File: src/rtl/hdc_sched_pkg.sv
// Shared types and sizing helpers for the hdc_fusion_scheduler slice.
// Optional statistics counters in the top are enabled with HDC_SCHED_STATS_EN.
`ifndef TOTAL_NUM_CHANNEL
`define TOTAL_NUM_CHANNEL 4
`endif
`ifndef CHANNEL_WIDTH
`define CHANNEL_WIDTH 8
`endif
`ifndef HV_DIMENSION
`define HV_DIMENSION 64
`endif

package hdc_sched_pkg;

  typedef enum logic [1:0] {
    SEED_WAIT = 2'd0,
    SEED_LOAD = 2'd1,
    RUN       = 2'd2
  } sched_state_e;

  function automatic int ceil_log2(input int n);
    int r;
    r = 0;
    while ((1 << r) < n) r++;
    return r;
  endfunction

  // A single requester still needs a one-bit tag.
  function automatic int tag_w(input int n);
    return (n < 2) ? 1 : ceil_log2(n);
  endfunction

  function automatic int fifo_ptr_w(input int depth);
    return ceil_log2(depth) + 1;
  endfunction

  localparam int DEF_MAX_INFLIGHT = 4;
  localparam int FIFO_PTR_W       = fifo_ptr_w(DEF_MAX_INFLIGHT);

endpackage

File: src/rtl/hdc_sched_tag_fifo.sv
// In-order tag FIFO; pointers carry one extra wrap bit to tell full from empty.
module hdc_sched_tag_fifo
  import hdc_sched_pkg::*;
#(
  parameter int DEPTH = 4,
  parameter int WIDTH = 2
) (
  input  logic             clk,
  input  logic             rst,
  input  logic             push_i,
  input  logic             pop_i,
  input  logic [WIDTH-1:0] din_i,
  output logic [WIDTH-1:0] head_o,
  output logic             full_o,
  output logic             empty_o
);

  localparam int PW = fifo_ptr_w(DEPTH);
  localparam int AW = PW - 1;

  logic [WIDTH-1:0] mem_q [DEPTH];
  logic [PW-1:0]    wr_q, rd_q;
  logic             do_push, do_pop;

  assign empty_o = (wr_q == rd_q);
  assign full_o  = (wr_q[AW] != rd_q[AW]) && (wr_q[AW-1:0] == rd_q[AW-1:0]);
  // A push is refused while full even if a pop frees a slot in the same cycle.
  assign do_push = push_i & ~full_o;
  assign do_pop  = pop_i & ~empty_o;
  assign head_o  = mem_q[rd_q[AW-1:0]];

  always_ff @(posedge clk) begin
    if (rst) begin
      wr_q <= '0;
      rd_q <= '0;
    end else begin
      if (do_push) wr_q <= wr_q + PW'(1);
      if (do_pop)  rd_q <= rd_q + PW'(1);
    end
  end

  always_ff @(posedge clk) begin
    if (do_push) mem_q[wr_q[AW-1:0]] <= din_i;
  end

endmodule

File: src/rtl/hdc_fusion_scheduler.sv
// Seed loader, round-robin arbiter and in-order result router for one fusion engine.
// Define HDC_SCHED_STATS_EN to add the stat_jobs/stat_stall counters.
`ifndef TOTAL_NUM_CHANNEL
`define TOTAL_NUM_CHANNEL 4
`endif
`ifndef CHANNEL_WIDTH
`define CHANNEL_WIDTH 8
`endif
`ifndef HV_DIMENSION
`define HV_DIMENSION 64
`endif

module hdc_fusion_scheduler
  import hdc_sched_pkg::*;
#(
  parameter int NUM_REQ      = 3,
  parameter int FEAT_W       = `TOTAL_NUM_CHANNEL * `CHANNEL_WIDTH,
  parameter int HV_W         = `HV_DIMENSION,
  parameter int MAX_INFLIGHT = 4,
  parameter int SEED_HOLD    = 2
) (
  input  logic                      clk,
  input  logic                      rst,
  input  logic [HV_W-1:0]           seed_in,
  input  logic                      seed_in_valid,
  input  logic [NUM_REQ*FEAT_W-1:0] req_features,
  input  logic [NUM_REQ-1:0]        req_valid,
  output logic [NUM_REQ-1:0]        req_ready,
  output logic [NUM_REQ-1:0]        rsp_valid,
  input  logic [NUM_REQ-1:0]        rsp_ready,
  output logic                      rsp_valence,
  output logic                      rsp_arousal,
  output logic [FEAT_W-1:0]         eng_features,
  output logic                      eng_fin_valid,
  input  logic                      eng_fin_ready,
  input  logic                      eng_valence,
  input  logic                      eng_arousal,
  input  logic                      eng_dout_valid,
  output logic                      eng_dout_ready,
  output logic [HV_W-1:0]           eng_seed_hv,
  output logic                      eng_seed_hv_valid,
  output logic                      busy,
  output logic                      err_orphan
`ifdef HDC_SCHED_STATS_EN
  ,
  output logic [NUM_REQ*16-1:0]     stat_jobs,
  output logic [31:0]               stat_stall
`endif
);

  localparam int TAG_W = tag_w(NUM_REQ);
  localparam int CNT_W = ceil_log2(SEED_HOLD + 1);

  sched_state_e     state_q, state_d;
  logic [CNT_W-1:0] cnt_q, cnt_d;
  logic [HV_W-1:0]  seed_q, seed_d;
  logic             seed_vld_q, seed_vld_d;
  logic [TAG_W-1:0] ptr_q, ptr_d;
  logic             orphan_q, orphan_d;

  logic [TAG_W-1:0] grant, head;
  logic             fifo_full, fifo_empty, any_vld, fin_fire, pop;
  int               idx;

  always_comb begin
    state_d    = state_q;
    cnt_d      = cnt_q;
    seed_d     = seed_q;
    seed_vld_d = seed_vld_q;
    case (state_q)
      SEED_WAIT: begin
        if (seed_in_valid) begin
          state_d    = SEED_LOAD;
          seed_d     = seed_in;
          seed_vld_d = 1'b1;
          cnt_d      = CNT_W'(SEED_HOLD);
        end
      end
      SEED_LOAD: begin
        cnt_d = cnt_q - CNT_W'(1);
        if (cnt_q == CNT_W'(1)) begin
          state_d    = RUN;
          seed_vld_d = 1'b0;
        end
      end
      default: ;
    endcase
  end

  // Scan downward so the requester closest to ptr (lowest offset) wins.
  always_comb begin
    grant = '0;
    idx   = 0;
    for (int k = NUM_REQ - 1; k >= 0; k--) begin
      idx = int'(ptr_q) + k;
      if (idx >= NUM_REQ) idx = idx - NUM_REQ;
      if (req_valid[TAG_W'(idx)]) grant = TAG_W'(idx);
    end
  end

  always_comb begin
    any_vld       = (state_q == RUN) && (|req_valid);
    eng_fin_valid = any_vld & ~fifo_full;
    fin_fire      = eng_fin_valid & eng_fin_ready;
    eng_features  = req_features[grant*FEAT_W +: FEAT_W];
    req_ready     = '0;
    if (fin_fire) req_ready[grant] = 1'b1;
    ptr_d = ptr_q;
    if (fin_fire) ptr_d = (grant == TAG_W'(NUM_REQ - 1)) ? '0 : grant + TAG_W'(1);

    rsp_valid      = '0;
    if (eng_dout_valid && !fifo_empty) rsp_valid[head] = 1'b1;
    eng_dout_ready = ~fifo_empty & rsp_ready[head];
    pop            = eng_dout_valid & eng_dout_ready;
    orphan_d       = orphan_q | (eng_dout_valid & fifo_empty);
  end

  assign rsp_valence       = eng_valence;
  assign rsp_arousal       = eng_arousal;
  assign eng_seed_hv       = seed_q;
  assign eng_seed_hv_valid = seed_vld_q;
  assign err_orphan        = orphan_q;
  assign busy              = (state_q != RUN) | ~fifo_empty;

  always_ff @(posedge clk) begin
    if (rst) begin
      state_q    <= SEED_WAIT;
      cnt_q      <= '0;
      seed_q     <= '0;
      seed_vld_q <= 1'b0;
      ptr_q      <= '0;
      orphan_q   <= 1'b0;
    end else begin
      state_q    <= state_d;
      cnt_q      <= cnt_d;
      seed_q     <= seed_d;
      seed_vld_q <= seed_vld_d;
      ptr_q      <= ptr_d;
      orphan_q   <= orphan_d;
    end
  end

  hdc_sched_tag_fifo #(
    .DEPTH (MAX_INFLIGHT),
    .WIDTH (TAG_W)
  ) u_tag_fifo (
    .clk     (clk),
    .rst     (rst),
    .push_i  (fin_fire),
    .pop_i   (pop),
    .din_i   (grant),
    .head_o  (head),
    .full_o  (fifo_full),
    .empty_o (fifo_empty)
  );

`ifdef HDC_SCHED_STATS_EN
  logic [15:0] jobs_q [NUM_REQ];
  logic [31:0] stall_q;

  always_ff @(posedge clk) begin
    if (rst) begin
      for (int i = 0; i < NUM_REQ; i++) jobs_q[i] <= '0;
      stall_q <= '0;
    end else begin
      for (int i = 0; i < NUM_REQ; i++) begin
        if (pop && head == TAG_W'(i) && jobs_q[i] != 16'hFFFF) jobs_q[i] <= jobs_q[i] + 16'd1;
      end
      if (eng_fin_valid && !eng_fin_ready && stall_q != 32'hFFFF_FFFF) stall_q <= stall_q + 32'd1;
    end
  end

  always_comb begin
    stat_jobs = '0;
    for (int i = 0; i < NUM_REQ; i++) stat_jobs[i*16 +: 16] = jobs_q[i];
  end

  assign stat_stall = stall_q;
`endif

endmodule

File: config.mk
export PLATFORM = sky130hd
export DESIGN_NAME = hdc_fusion_scheduler
export DESIGN_NICKNAME = d
export VERILOG_FILES = /design/src/rtl/hdc_sched_pkg.sv /design/src/rtl/hdc_sched_tag_fifo.sv /design/src/rtl/hdc_fusion_scheduler.sv
export SDC_FILE = /design/constraint.sdc
export NUM_CORES = 1
export LEC_CHECK = 0
export CAP_MARGIN = 20
export CORE_MARGIN = 10
export CORE_UTILIZATION = 32
export DETAILED_ROUTE_END_ITERATION = 10
export PLACE_DENSITY = 0.78
export SYNTH_ARGS = -nofsm -noshare
export SYNTH_HDL_FRONTEND = slang
export SYNTH_SLANG_ARGS = --single-unit
File: constraint.sdc
create_clock -name clk -period 2.1 [get_ports clk]
set_input_delay 0.42 -clock clk [delete_from_list [all_inputs] [get_ports clk]]
set_output_delay 0.42 -clock clk [all_outputs]
set_load 0.01 [all_outputs]
==> results of run 1 <==
synthesized netlist by cell type, types with 2 or more instances:
library cell    n
nand2_1       197
o21a_1          4
o221a_2         2
buf_4           2
xor2_1          3
buf_1           5
clkbuf_1       23
a21oi_1        72
ha_1            9
buf_2           8
nor3b_1         3
edfxtp_1        8
dfxtp_1        79
a31oi_1        32
and3_1          7
nor2_1         44
inv_1          13
nor3_1          4
o21ai_0         3
nor2b_1         3
nand2b_1        2
xnor2_1         4
logic make-up (layout without fill, tap and decap cells):
group | count (synthesis) | count (layout) | synth area share
adders and majority gates | 9 | 9 | 0.02750
and+or+nand+nor | 267 | 267 | 0.2621
AOI/OAI and AO/OA | 125 | 125 | 0.1803
muxes | 4 | 4 | 0.01803
xor gates and xnor gates | 7 | 7 | 0.01497
DFF | 87 | 87 | 0.4449
buffers and inverters | 52 | 375 | 0.05224
other | 0 | 1 | 0
cell type report:
| class | instances | area (sq um) |
|---|---|---|
| timing repair buffer | 346 | 3645 |
| multi-input combinational | 412 | 2856 |
| clock inverter | 6 | 43.79 |
| antenna | 1 | 2.502 |
| tap | 172 | 215.2 |
| fill | 910 | 3690 |
| clock buffer | 10 | 239.0 |
| inverter | 13 | 48.80 |
| sequential | 87 | 1828 |
flip-flops by register name, indices dropped and copies added, names as in the netlist, named ones only:
signal / cells
u_tag_fifo.mem_q: 8
eng_seed_hv: 64
u_tag_fifo.rd_q: 3
ptr_q: 2
cnt_q: 2
state_q: 2
err_orphan: 1
u_tag_fifo.wr_q: 3
stage by stage:
| stage | area, sq um | total power [mW] | util | setup slack (ns) | TNS (ns) |
|---|---|---|---|---|---|
| 6_report | 8879 | 4.828 | 0.7064 | -0.6493 | -20.94 |
| 3_5_place_dp | 7921 | 3.206 | 0.6303 | -0.9425 | -34.40 |
| 2_1_floorplan | 4765 | 2.423 | - | -0.06346 | -1.821 |
| 3_3_place_gp | 7921 | 3.173 | 0.6303 | -0.8774 | -32.50 |
| 4_1_cts | 8617 | 4.805 | 0.6856 | -0.6254 | -20.24 |
| 5_1_grt | 8879 | 5.022 | 0.7064 | -0.7524 | -24.40 |
how the worst max path moves through the flow:
stage	cells past startpoint	to	from	slack (ns)
floorplan	8	eng_features[10]	ptr_q[0]	-0.06
global route	9	eng_features[0]	ptr_q[0]	-0.75
finish	9	eng_features[0]	ptr_q[0]	-0.65
detailed placement	8	eng_features[22]	req_valid[1]	-0.94
CTS	7	req_ready[0]	ptr_q[0]	-0.63
global placement	8	eng_features[11]	req_valid[1]	-0.88
report_power, final:
part           internal [mW]  switching (mW)
Clock                  0.838           0.667
Sequential              1.76          0.0457
Combinational          0.879           0.635
Total                   3.48            1.35
layer usage:
layer	vias to the layer above	share of wire	GRT usage
met2	174	0.55	0.3857
met1	2457	0.36	0.2138
met3	31	0.070	0.07030
met5	-	0	0
li1	2469	-	-
met4	0	0.024	0.05985
repair_timing:
| item | CTS | global route |
|---|---|---|
| pin swaps | 4 | 16 |
| setup buffers | 9 | 5 |
| resized for setup | 243 | 54 |
| gates cloned | 7 | 4 |
| setup endpoints to repair | 43 | 46 |
==> results.cfg, run 1 <==
[detailed_routing]
postRouteAntennaNets = 0
drtIter0Drc = 249
firstDrtPassIters = 4
num_vias = 5131
drc = 0
vias_per_cell = 4.901
wire_per_inst_microns = 19.01
routed_wl_mm = 19.91

[yosys]
synth_cells = 551
ys_seq_area_frac = 0.4449
yosysUniqueCellTypes = 46
yosys-top-cells-area = dfxtp_1, nand2_1, a21oi_1
synth_seq_cells = 87
ys.warnings.count = 0
avgSynthCellArea_sq_um = 7.432
yosysTopAreaCell = dfxtp_1
async_flop_share = 0
synth_edf_count = 8
synth-main-ff-cell = dfxtp_1
synth_area_sq_mm = 0.004095
synth.net_count = 733
synth.top_cell.area_share = 0.3862

[cells_and_area]
mostFrequentLayoutCell = clkdlybuf4s50_1
finalNonFillerCells = 1047
layout-drive-gt1-share = 0.2780
nets = 1051
area_delta_synth_final_pct = 116.8
final_cell_mix = clkdlybuf4s50_1, nand2_1, dfxtp_1, a21oi_1, buf_6

[clocking]
cts-root-buf = clkbuf_16
cts_hold_buf = 0
clock_latency_ns = 0.34
cts_made_buffers = 9
cts_tree = done
clock_sinks = 87
clkSlewWorstSetupHoldPaths_ns = 0.06
clockBufferDepth = 2
htree_levels = 3

[sta]
finalClockSkew_ns = 0.006270
setup_violations = 39
finalCriticalPeriod_ns = 2.749
fmax_ghz = 0.3637
fin_crit_sh = 1.309
rsz0062_at_grt = yes
worst_slack_ns = -0.6493
slew_headroom = 0.7173
tightest_slew_ns = 0.4241
fin_hold_ws_ns = 0.4386
hold_viol_final = 0
slew_viol_final = 0

[setup_path]
critPathCaptureType = output pin
crit_type = reg -> out
path_max_fanout = 7
reg2reg_slack_ns = 0
critPathTopFamily = compound AO/OA/AOI/OAI gates
r2r_cells = 8
startpoint_type = flip-flop
worstPathArrival_ns = 2.33
slowest_delay_ns = 0.35
cp_cell_sequence = buf_4 > ha_4 > mux2_4 > nor3_4 > o21a_4 > clkbuf_16 > nand2_1 > a31oi_4 > buf_6
crit_required_ns = 1.68
cpMaxStageDelayCell = mux2_4
r2r-start = ptr_q[0]
path_buf_inv = 3
r2r-end = ptr_q[0]

[floorplanning]
io_pins = 282
num_rows = 41
dieArea_sq_mm = 0.01772
die_y_microns = 133.1
die_w_microns = 133.1
coreArea_sq_mm = 0.01257
initial_core_util = 0.3258

[place]
place_congestion = 0.9492
port_buffers = 277
placed_cells = 1008
dpl.hpwl_mm = 14.71

[global_routing]
grt_util_all_layers = 0.2068
first_global_vias = 5451
gr-total-overflow = 0
grt_pass1_wl_mm = 29.51
antenna_found_initial = 1
grt_max_degree = 55

[outcome]
violations = negative setup slack
status = finished, violations left

[power]
peakVddDrop_mv = 0.5185
p_leak_nw = 3.444
power_density_mw_per_mm2 = 543.8

[worst_hold_path]
min_from = rst
hold_class = in -> reg
worstHoldEndpoint = state_q[1]
min_path_cells = 2

[job]
cap_violations = 0
No activity file was read; power rests on OpenSTA's default activity.
==> run 2: changes to the inputs <==
- TNS_END_PERCENT: unset -> 20
==> run 2 against run 1 <==
The flow still finishes with violations (negative setup slack). Clock skew barely moved. Cell count decreased by 0.96%. Critical path depth is 1 higher. Sequential share of layout area increased by 0.47 points. Cell area fell by 2.3%. Via count is 2.6% lower. Die area unchanged. Utilization down 1.6 points. Fmax decreased by 0.91%. Largest cell class unchanged. Largest power group unchanged.
==> results.cfg, run 2 (same netlist as run 1, synthesis figures left out) <==
[cells_and_area]
nets = 1041
layout-drive-gt1-share = 0.2894
multi_input_area_sq_mm = 0.002875
final_cell_mix = clkdlybuf4s50_1, nand2_1, dfxtp_1, a21oi_1, nand2_2
finalNonFillerCells = 1037
largest_register_ffs = 64
fillerInstances = 934
mostFrequentLayoutCell = clkdlybuf4s50_1
area_delta_synth_final_pct = 111.9
regArea_sq_mm = 0.001828

[setup_path]
critPathTopFamily = compound AO/OA/AOI/OAI gates
worstPathArrival_ns = 2.35
r2r_cells = 10
r2r-end = ptr_q[1]
cp-startpoint = ptr_q[0]
path_buf_inv = 4
r2r-start = ptr_q[0]
crit_cells = 10
crit_type = reg -> out
endpoint = eng_features[16]
startpoint_type = flip-flop
reg2reg_slack_ns = -0.05
cpMaxStageDelayCell = dfxtp_2
path_max_fanout = 6
slowest_delay_ns = 0.34
cp_cell_sequence = inv_2 > ha_4 > or2_1 > a31o_4 > o21ai_4 > buf_6 > buf_16 > nand2_4 > a31oi_4 > buf_6
crit_required_ns = 1.68
crit_path_frequent_cell = buf_6
critPathCaptureType = output pin

[detailed_routing]
drtIter0Drc = 218
vias_per_cell = 4.821
num_vias = 4999
wire_per_inst_microns = 17.72
firstDrtPassIters = 4
drc = 0
routed_wl_mm = 18.38
postRouteAntennaNets = 0

[power]
p_comb_frac = 0.302
total_power_mw = 4.823
p_leak_nw = 3.370
p_clk_frac = 0.322
switching_share = 0.2686
p_seq_frac = 0.375
p_int_mw = 3.527
power_density_mw_per_mm2 = 555.7
p_switching_mw = 1.295
peakVddDrop_mv = 0.5348

[sta]
fin_hold_ws_ns = 0.3958
tightest_slew_ns = 0.3810
slew_headroom = 0.7460
rsz0062_at_grt = yes
finalCriticalPeriod_ns = 2.775
setup_violations = 37
fin_crit_sh = 1.321
fmax_ghz = 0.3604
hold_viol_final = 0
worst_slack_ns = -0.6746
finalClockSkew_ns = 0.005942
slew_viol_final = 0

[clocking]
cts_tree = done
clkSlewWorstSetupHoldPaths_ns = 0.06
clock_latency_ns = 0.33
clockBufferDepth = 2
cts-root-buf = clkbuf_16
cts_made_buffers = 9
cts_hold_buf = 0
clock_sinks = 87
htree_levels = 3

[floorplanning]
initial_core_util = 0.3258
die_w_microns = 133.1
dieArea_sq_mm = 0.01772
die_y_microns = 133.1
coreArea_sq_mm = 0.01257
io_pins = 282
num_rows = 41

[place]
placed_cells = 1009
place_congestion = 0.9402
dpl.hpwl_mm = 14.08
port_buffers = 277

[global_routing]
antenna_found_initial = 1
first_global_vias = 5138
gr-total-overflow = 0
grt_pass1_wl_mm = 27.89
grt_max_degree = 69
grt_util_all_layers = 0.1940

[worst_hold_path]
min_path_cells = 2
hold_class = in -> reg

[job]
cap_violations = 0

[outcome]
status = finished, violations left
violations = negative setup slack
==> run 2: repair_timing <==
item	in CTS	in global routing
gates resized for setup	253	54
endpoints found under the setup margin	43	43
buffers inserted	9	2
gates cloned	3	0
pin swaps	6	29
==> run 2: power by group through the flow <==
| stage | Combinational [mW] | Clock, mW | Sequential (mW) |
|---|---|---|---|
| after detailed placement | 1.35 | 0 | 1.85 |
| after floorplan | 0.532 | 0 | 1.89 |
| after CTS | 1.45 | 1.60 | 1.81 |
| after global placement | 1.33 | 0 | 1.84 |
| final | 1.46 | 1.56 | 1.81 |
| after global routing | 1.55 | 1.67 | 1.82 |
==> run 2: how the worst min path moves through the flow <==
stage / from / endpoint
2_1_floorplan: cnt_q[0] / cnt_q[0]
3_3_place_gp: eng_seed_hv[31] / eng_seed_hv[31]
3_5_place_dp: eng_seed_hv[36] / eng_seed_hv[36]
4_1_cts: rst / state_q[0]
5_1_grt: rst / u_tag_fifo.wr_q[1]
6_report: rst / state_q[0]
==> run 2: layout make-up <==
class	instances	share of cell area
multi-input combinational	412	0.3313
antenna	1	0.0002884
clock buffer	9	0.02595
timing repair buffer	336	0.3929
sequential	87	0.2106
inverter	13	0.005911
tap	172	0.02480
clock inverter	7	0.008218
==> run 2: per-stage QoR <==
stage / cell area, sq um / setup TNS (ns) / util / setup WS (ns)
2_1_floorplan: 4751 / -1.839 / - / -0.06346
3_3_place_gp: 7928 / -32.80 / 0.6308 / -0.9061
3_5_place_dp: 7928 / -36.11 / 0.6308 / -0.9645
4_1_cts: 8562 / -24.63 / 0.6812 / -0.7117
5_1_grt: 8678 / -24.25 / 0.6905 / -0.7410
6_report: 8678 / -21.96 / 0.6905 / -0.6746
==> run 2: worst register-to-register path: cells and delay by family, from the launching register on <==
kind	cells	cell delay [ns]
flops	1	0.34
fa+ha+maj	1	0.23
buf+inv	4	0.46
simple gates	2	0.42
compound gates	3	0.60
==> run 2: routing by layer <==
| metal | vias to the layer above | global-route usage | part of all wire |
|---|---|---|---|
| li1 | 2459 | - | - |
| met1 | 2343 | 0.1994 | 0.36 |
| met2 | 157 | 0.3647 | 0.55 |
| met3 | 40 | 0.05414 | 0.060 |
| met4 | 0 | 0.07195 | 0.033 |
| met5 | - | 0 | 0 |
==> run 3: changes to the inputs <==
- SLEW_MARGIN: unset -> 30
==> results of run 3 <==
Same layout as run 2: the final DEF is identical, and so are final timing and power.
